## config.mk

```make
export PLATFORM = sky130hd
export DESIGN_NAME = input_buffer_ctrl_flat
export DESIGN_NICKNAME = d
export VERILOG_FILES = /design/src/rtl/input_buffer_ctrl_pkg.sv /design/src/rtl/input_buffer_ctrl_if.sv /design/src/rtl/input_buffer_ctrl_buf_ptr_ctr.sv /design/src/rtl/input_buffer_ctrl.sv /design/src/flat_wrapper.sv
export SDC_FILE = /design/constraint.sdc
export NUM_CORES = 1
export LEC_CHECK = 0
export CORE_MARGIN = 1.5
export CORE_UTILIZATION = 27
export CTS_BUF_LIST = sky130_fd_sc_hd__clkbuf_16
export CTS_CLUSTER_DIAMETER = 120
export DETAILED_ROUTE_END_ITERATION = 10
export PLACE_DENSITY = 0.74
export SKIP_CTS_REPAIR_TIMING = 1
export SYNTH_ARGS = -nofsm -noshare
export SYNTH_HDL_FRONTEND = slang
export SYNTH_SLANG_ARGS = --single-unit
export TNS_END_PERCENT = 30
```

## constraint.sdc

```tcl
create_clock -name clk -period 2.24 [get_ports clk]
set_input_delay 0.336 -clock clk [delete_from_list [all_inputs] [get_ports clk]]
set_output_delay 0.336 -clock clk [all_outputs]
set_load 0.02 [all_outputs]
```

## src/rtl/input_buffer_ctrl_pkg.sv

```systemverilog
// Shared widths, storage types and occupancy encoding for the input buffer.
// Latency: n/a (declarations only).
// Backpressure: n/a.
package input_buffer_pkg;

    localparam int DATA_WIDTH = 16;
    localparam int ADDR_WIDTH = 3;
    localparam int DEPTH      = 5;

    typedef logic [DATA_WIDTH-1:0] data_t;
    typedef logic [ADDR_WIDTH-1:0] addr_t;
    typedef logic [ADDR_WIDTH:0]   count_t;

    // Occupancy class, always derived from the count and never stored.
    typedef enum logic [1:0] {
        OCC_EMPTY   = 2'd0,
        OCC_PARTIAL = 2'd1,
        OCC_FULL    = 2'd2
    } occ_state_t;

endpackage

```

## src/rtl/input_buffer_ctrl_if.sv

```systemverilog
// Push/pop streams, RAM port and status bundle of the input buffer controller.
// Latency: n/a (wiring only).
// Backpressure: carries in_ready_o towards the producer, out_ready_i from the consumer.
interface input_buffer_if #(
    parameter int DATA_WIDTH = input_buffer_pkg::DATA_WIDTH,
    parameter int ADDR_WIDTH = input_buffer_pkg::ADDR_WIDTH
);
    logic                  flush_i;
    logic                  in_valid_i;
    logic [DATA_WIDTH-1:0] in_data_i;
    logic                  in_ready_o;
    logic                  out_valid_o;
    logic [DATA_WIDTH-1:0] out_data_o;
    logic                  out_ready_i;
    logic [ADDR_WIDTH-1:0] ram_waddr_o;
    logic                  ram_wenable_o;
    logic [DATA_WIDTH-1:0] ram_wdata_o;
    logic [ADDR_WIDTH-1:0] ram_raddr_o;
    logic [DATA_WIDTH-1:0] ram_rdata_i;
    logic [ADDR_WIDTH:0]   count_o;
    logic                  full_o;
    logic                  empty_o;

    // Environment side: producer, consumer and RAM.
    modport master (
        output flush_i, in_valid_i, in_data_i, out_ready_i, ram_rdata_i,
        input  in_ready_o, out_valid_o, out_data_o, ram_waddr_o, ram_wenable_o,
               ram_wdata_o, ram_raddr_o, count_o, full_o, empty_o
    );

    // Controller side.
    modport slave (
        input  flush_i, in_valid_i, in_data_i, out_ready_i, ram_rdata_i,
        output in_ready_o, out_valid_o, out_data_o, ram_waddr_o, ram_wenable_o,
               ram_wdata_o, ram_raddr_o, count_o, full_o, empty_o
    );
endinterface

```

## src/rtl/input_buffer_ctrl_buf_ptr_ctr.sv

```systemverilog
// Modulo-DEPTH RAM pointer with increment and clear.
// Latency: pointer moves on the edge ending an inc cycle.
// Backpressure: none; caller gates i_inc with its own handshake.
module buf_ptr_ctr #(
    parameter int ADDR_WIDTH = 3,
    parameter int DEPTH      = 5
) (
    input  logic                  clk,
    input  logic                  reset,
    input  logic                  i_inc,
    input  logic                  i_clr,
    output logic [ADDR_WIDTH-1:0] o_ptr
);
    localparam logic [ADDR_WIDTH-1:0] L_LAST = ADDR_WIDTH'(DEPTH - 1);

    logic [ADDR_WIDTH-1:0] r_ptr;

    // Advance with wrap at DEPTH-1 so addresses >= DEPTH never appear; clear wins.
    always_ff @(posedge clk) begin
        if (reset || i_clr) begin
            r_ptr <= '0;
        end else if (i_inc) begin
            r_ptr <= (r_ptr == L_LAST) ? '0 : r_ptr + 1'b1;
        end
    end

    assign o_ptr = r_ptr;
endmodule

```

## src/rtl/input_buffer_ctrl.sv

```systemverilog
// FIFO controller driving an external flop RAM: push/pop handshakes to addresses, occupancy status.
// Latency: word readable the cycle after its push; head word is combinational from the RAM read port.
// Backpressure: in_ready_o low when full (even with a same-cycle pop), in reset, or during flush.
module input_buffer_ctrl #(
    parameter int DATA_WIDTH = input_buffer_pkg::DATA_WIDTH,
    parameter int ADDR_WIDTH = input_buffer_pkg::ADDR_WIDTH,
    parameter int DEPTH      = input_buffer_pkg::DEPTH
) (
    input  logic           clk,
    input  logic           reset,
    input_buffer_if.slave  bus
);
    import input_buffer_pkg::*;

    localparam logic [ADDR_WIDTH:0] L_DEPTH = (ADDR_WIDTH+1)'(DEPTH);

    logic [ADDR_WIDTH:0]   r_count;
    logic [ADDR_WIDTH-1:0] w_wr_ptr;
    logic [ADDR_WIDTH-1:0] w_rd_ptr;
    logic                  w_push;
    logic                  w_pop;
    logic                  w_in_ready;
    logic                  w_out_valid;
    occ_state_t            w_occ;

    // Classify occupancy from the count alone.
    always_comb begin
        w_occ = OCC_PARTIAL;
        if (r_count == '0) begin
            w_occ = OCC_EMPTY;
        end else if (r_count == L_DEPTH) begin
            w_occ = OCC_FULL;
        end
    end

    // No full-with-pop bypass and no empty write-to-read bypass: handshakes look at stored state only.
    assign w_in_ready  = (w_occ != OCC_FULL) && !reset && !bus.flush_i;
    assign w_out_valid = (w_occ != OCC_EMPTY);
    assign w_push      = bus.in_valid_i && w_in_ready;
    assign w_pop       = w_out_valid && bus.out_ready_i;

    buf_ptr_ctr #(.ADDR_WIDTH(ADDR_WIDTH), .DEPTH(DEPTH)) u_wr_ptr (
        .clk   (clk),
        .reset (reset),
        .i_inc (w_push),
        .i_clr (bus.flush_i),
        .o_ptr (w_wr_ptr)
    );

    buf_ptr_ctr #(.ADDR_WIDTH(ADDR_WIDTH), .DEPTH(DEPTH)) u_rd_ptr (
        .clk   (clk),
        .reset (reset),
        .i_inc (w_pop),
        .i_clr (bus.flush_i),
        .o_ptr (w_rd_ptr)
    );

    // Occupancy tracks push minus pop; flush overrides any same-cycle pop.
    always_ff @(posedge clk) begin
        if (reset || bus.flush_i) begin
            r_count <= '0;
        end else begin
            case ({w_push, w_pop})
                2'b10:   r_count <= r_count + 1'b1;
                2'b01:   r_count <= r_count - 1'b1;
                default: r_count <= r_count;
            endcase
        end
    end

    assign bus.in_ready_o    = w_in_ready;
    assign bus.out_valid_o   = w_out_valid;
    assign bus.out_data_o    = bus.ram_rdata_i;
    assign bus.ram_waddr_o   = w_wr_ptr;
    assign bus.ram_wenable_o = w_push;
    assign bus.ram_wdata_o   = bus.in_data_i;
    assign bus.ram_raddr_o   = w_rd_ptr;
    assign bus.count_o       = r_count;
    assign bus.full_o        = (w_occ == OCC_FULL);
    assign bus.empty_o       = (w_occ == OCC_EMPTY);
endmodule
```

## src/flat_wrapper.sv

```systemverilog
// flat-port wrapper written by rule: the top's interface ports become plain ports
module input_buffer_ctrl_flat import input_buffer_pkg::*;
#(
    parameter int DATA_WIDTH = input_buffer_pkg::DATA_WIDTH,
    parameter int ADDR_WIDTH = input_buffer_pkg::ADDR_WIDTH,
    parameter int DEPTH      = input_buffer_pkg::DEPTH
)
  (clk, reset, bus_flush_i, bus_in_valid_i, bus_in_data_i, bus_out_ready_i, bus_ram_rdata_i, bus_in_ready_o, bus_out_valid_o, bus_out_data_o, bus_ram_waddr_o, bus_ram_wenable_o, bus_ram_wdata_o, bus_ram_raddr_o, bus_count_o, bus_full_o, bus_empty_o);
  input_buffer_if #(.DATA_WIDTH(DATA_WIDTH), .ADDR_WIDTH(ADDR_WIDTH)) bus_i ();
  input  logic clk;
  input  logic reset;
  input wire logic [$bits(bus_i.flush_i)-1:0] bus_flush_i;
  input wire logic [$bits(bus_i.in_valid_i)-1:0] bus_in_valid_i;
  input wire logic [$bits(bus_i.in_data_i)-1:0] bus_in_data_i;
  input wire logic [$bits(bus_i.out_ready_i)-1:0] bus_out_ready_i;
  input wire logic [$bits(bus_i.ram_rdata_i)-1:0] bus_ram_rdata_i;
  output wire logic [$bits(bus_i.in_ready_o)-1:0] bus_in_ready_o;
  output wire logic [$bits(bus_i.out_valid_o)-1:0] bus_out_valid_o;
  output wire logic [$bits(bus_i.out_data_o)-1:0] bus_out_data_o;
  output wire logic [$bits(bus_i.ram_waddr_o)-1:0] bus_ram_waddr_o;
  output wire logic [$bits(bus_i.ram_wenable_o)-1:0] bus_ram_wenable_o;
  output wire logic [$bits(bus_i.ram_wdata_o)-1:0] bus_ram_wdata_o;
  output wire logic [$bits(bus_i.ram_raddr_o)-1:0] bus_ram_raddr_o;
  output wire logic [$bits(bus_i.count_o)-1:0] bus_count_o;
  output wire logic [$bits(bus_i.full_o)-1:0] bus_full_o;
  output wire logic [$bits(bus_i.empty_o)-1:0] bus_empty_o;
  assign bus_i.flush_i = bus_flush_i;
  assign bus_i.in_valid_i = bus_in_valid_i;
  assign bus_i.in_data_i = bus_in_data_i;
  assign bus_i.out_ready_i = bus_out_ready_i;
  assign bus_i.ram_rdata_i = bus_ram_rdata_i;
  assign bus_in_ready_o = bus_i.in_ready_o;
  assign bus_out_valid_o = bus_i.out_valid_o;
  assign bus_out_data_o = bus_i.out_data_o;
  assign bus_ram_waddr_o = bus_i.ram_waddr_o;
  assign bus_ram_wenable_o = bus_i.ram_wenable_o;
  assign bus_ram_wdata_o = bus_i.ram_wdata_o;
  assign bus_ram_raddr_o = bus_i.ram_raddr_o;
  assign bus_count_o = bus_i.count_o;
  assign bus_full_o = bus_i.full_o;
  assign bus_empty_o = bus_i.empty_o;
  input_buffer_ctrl #(.DATA_WIDTH(DATA_WIDTH), .ADDR_WIDTH(ADDR_WIDTH), .DEPTH(DEPTH)) u_core (.clk(clk), .reset(reset), .bus(bus_i));
endmodule
```

==> reports/summary.txt <==
Most common cell after layout, fill and taps aside: clkdlybuf4s50_1
Drt pass-1 iters: 2
Met3 GRT Util: 6.61%
Netlist cell types: 28
Final net count: 148
Crit-path max cell delay: 410 ps
Outcome: finished clean
Hold Violations, Final: 0
Hold path startpoint: u_core.bus.count_o[3]
Clock power share: 56.6%
Crit path depth: 10
Max-cap viol count: 0
First-pass GRT wire length: 2990 um
Global router's overall resource usage: 11.3%
Yosys warnings: 0
RR Startpoint: u_core.bus.count_o[1]
Cell depth of the worst flop-to-flop path: 9
Pint: 0.446 mW
Grt peak-use layer: met2
Die span in x: 60.8 um
Max_slew headroom: 81.9%
Post-route ant nets: 0
Final Power: 0.566 mW
Fin. max-slew vios: 0
Worst min-delay path class: reg -> reg
Worst Hold End: u_core.bus.count_o[3]
Max VDD drop: 0.000565 V
Pin count of the biggest net entering global routing: 11
Sink Count: 10
Port Buffers: 19
Vias per cell: 4.40
Core Region: 0.00310 mm2
Setup-failing EPs final: 0
Num CTS Buffers: 3
Initial antenna violation count: 0
Synth Instances: 107
Comb pwr share: 11.3%
Gpl congestion: 0.780
Grt met2 use: 18.1%
CP dominant cell by count: ha_4
Worst reg-to-reg setup slack: 60 ps
Crit-path cells: clkdlybuf4s50_1 -> or2_2 -> nor2_2 -> nand2_1 -> ha_4 -> ha_4 -> nand3_1 -> and4b_1 -> o21ai_1 -> o31ai_1
Final wirelength: 1770 um
Layout cells sized above 1: 29.4%
Vias in the first global route: 651
Clock Latency Late Sink: 240 ps
Setup CP Type: in -> reg
Critical Path End Type: flop
Switching share of power: 21.2%
Grt total ovfl: 0
Wire per inst: 12.1 um
CTS clk-pin slew, worst paths: 40 ps
Crit path max-delay family: simple AND/OR/NAND/NOR gates
Crit Path Max Fanout: 4
Min cycle time layout: 2180 ps
Initial DRC Count: 6
Flops & latches, synth: 10
Area grow syn2layout: 18.2%
Total negative setup slack: 0 ps
Starting density of the core: 29.0%
Met1 Use GR: 11.4%
Period utilization: 97.4%
Syn avg cell area: 8.42 um2
Antenna fix cells: 0
Clock Tree Buf Depth: 2
Sw Pwr: 0.120 mW
H-tree depth: 1
Worst Hold Path Cells: 2
Die height: 60.8 um
Type of origin of the critical path: primary input
Mapped Nets: 152
Dpl hpwl: 1400 um
Worst Max-Slew Pin Slew: 271 ps
RSZ-0062 raised after global routing: true
Rows: 20
Crit path buf inv count: 1
CP arrival: 2300 ps
Clk_skew: 1.90 ps
DRC: 0
Worst path required time: 2360 ps
Cell Area, Synth: 901 um2
Vias: 642
P per Cell Area: 532 mW/mm2
Fmax: 458 MHz
CTS tree: built
Top-Level Pins: 84
R2R Path End: u_core.bus.count_o[3]
Flop pwr share: 32.1%
Commonest cells after routing, fill and taps aside: clkdlybuf4s50_1, inv_1, nor2_1
Root buffer cell: clkbuf_16
Die area: 0.00369 mm2
CP max-delay cell: clkdlybuf4s50_1
Sequential fraction of the synthesis area: 22.2%
Leak: 0.413 nW
## how the worst max path moves through the flow
stage                                startpoint                    end  slack, ps
after floorplan           u_core.bus.count_o[1]  u_core.bus.count_o[3]          6
after global placement                    reset  u_core.bus.count_o[3]       -100
after detailed placement                  reset  u_core.bus.count_o[3]       -200
after CTS                                 reset      bus_ram_wenable_o        -50
after global routing                      reset  u_core.bus.count_o[3]        -70
final                                     reset  u_core.bus.count_o[3]         60
## per-layer routing
metal,share of wire [%],routed length (um)
met1,39,683
met2,49,859
met3,10,183
met4,2.5,44
met5,0,0
## through the flow
step / hold slack [ps] / worst slack [ps] / cell area [um2] / instances / utilization (%)
floorplan: 500 / 5.54 / 942 / 107 / -
global placement: 480 / -103 / 977 / 142 / 31.5
detailed placement: 484 / -203 / 977 / 142 / 31.5
CTS: 487 / -48.3 / 1060 / 146 / 34.0
global route: 502 / -67.5 / 1060 / 146 / 34.3
finish: 485 / 58.6 / 1060 / 146 / 34.3
## registers in the layout, summed over array words and instances (netlist names)
register and cells:
u_core.bus.count_o 4, u_core.u_rd_ptr.o_ptr 3, u_core.u_wr_ptr.o_ptr 3
## cell type report
cell class | count | area (um2)
fillers | 335 | 2040
flip-flops and latches | 10 | 206
repair buffers | 26 | 243
clock buffers | 3 | 75.1
multi-input cells | 52 | 444
clock inverters | 1 | 3.75
well taps | 44 | 55.1
inverters | 10 | 37.5
## power groups by stage
stage / Combinational, mW / Sequential (mW) / Clock, mW
global route: 0.0705 / 0.182 / 0.342
CTS: 0.0649 / 0.182 / 0.329
floorplan: 0.116 / 0.188 / 0
detailed placement: 0.0646 / 0.185 / 0
global placement: 0.0622 / 0.185 / 0
finish: 0.0640 / 0.182 / 0.320
## worst min-delay path, stage by stage (launching register included)
cell and delay, ps:
dfxtp_2 330, nand2_1 60, o31ai_1 50
## cell usage after synthesis, drive strengths merged
library cell,number,area [um2]
buf,33,251
nor2,11,41.3
dfxtp,10,200
inv,10,37.5
a21oi,8,51.3
ha,7,87.6
nand2,6,43.8
o21ai,3,18.8
a211o,2,17.5
clkbuf,2,7.51
nand3,2,10.0
xor2,2,17.5
a211oi,1,7.51
and4b,1,10.0
and4bb,1,16.3
fa,1,20.0
mux2i,1,10.0
nand2b,1,13.8
nand4b,1,8.76
o31ai,1,7.51
or2,1,6.26
or3b,1,8.76
or4,1,7.51
## logic make-up (layout without fill, tap and decap cells)
| kind of cell | after synthesis | in the layout | share of synthesized area [%] |
|---|---|---|---|
| fa+ha+maj | 8 | 8 | 11.9 |
| buf+inv | 45 | 40 | 32.9 |
| simple gates | 26 | 26 | 18.5 |
| mux | 1 | 1 | 1.11 |
| xor+xnor | 2 | 2 | 1.94 |
| compound gates | 15 | 15 | 11.4 |
| flops | 10 | 10 | 22.2 |
Note: power is estimated with default switching activity, not from simulation.
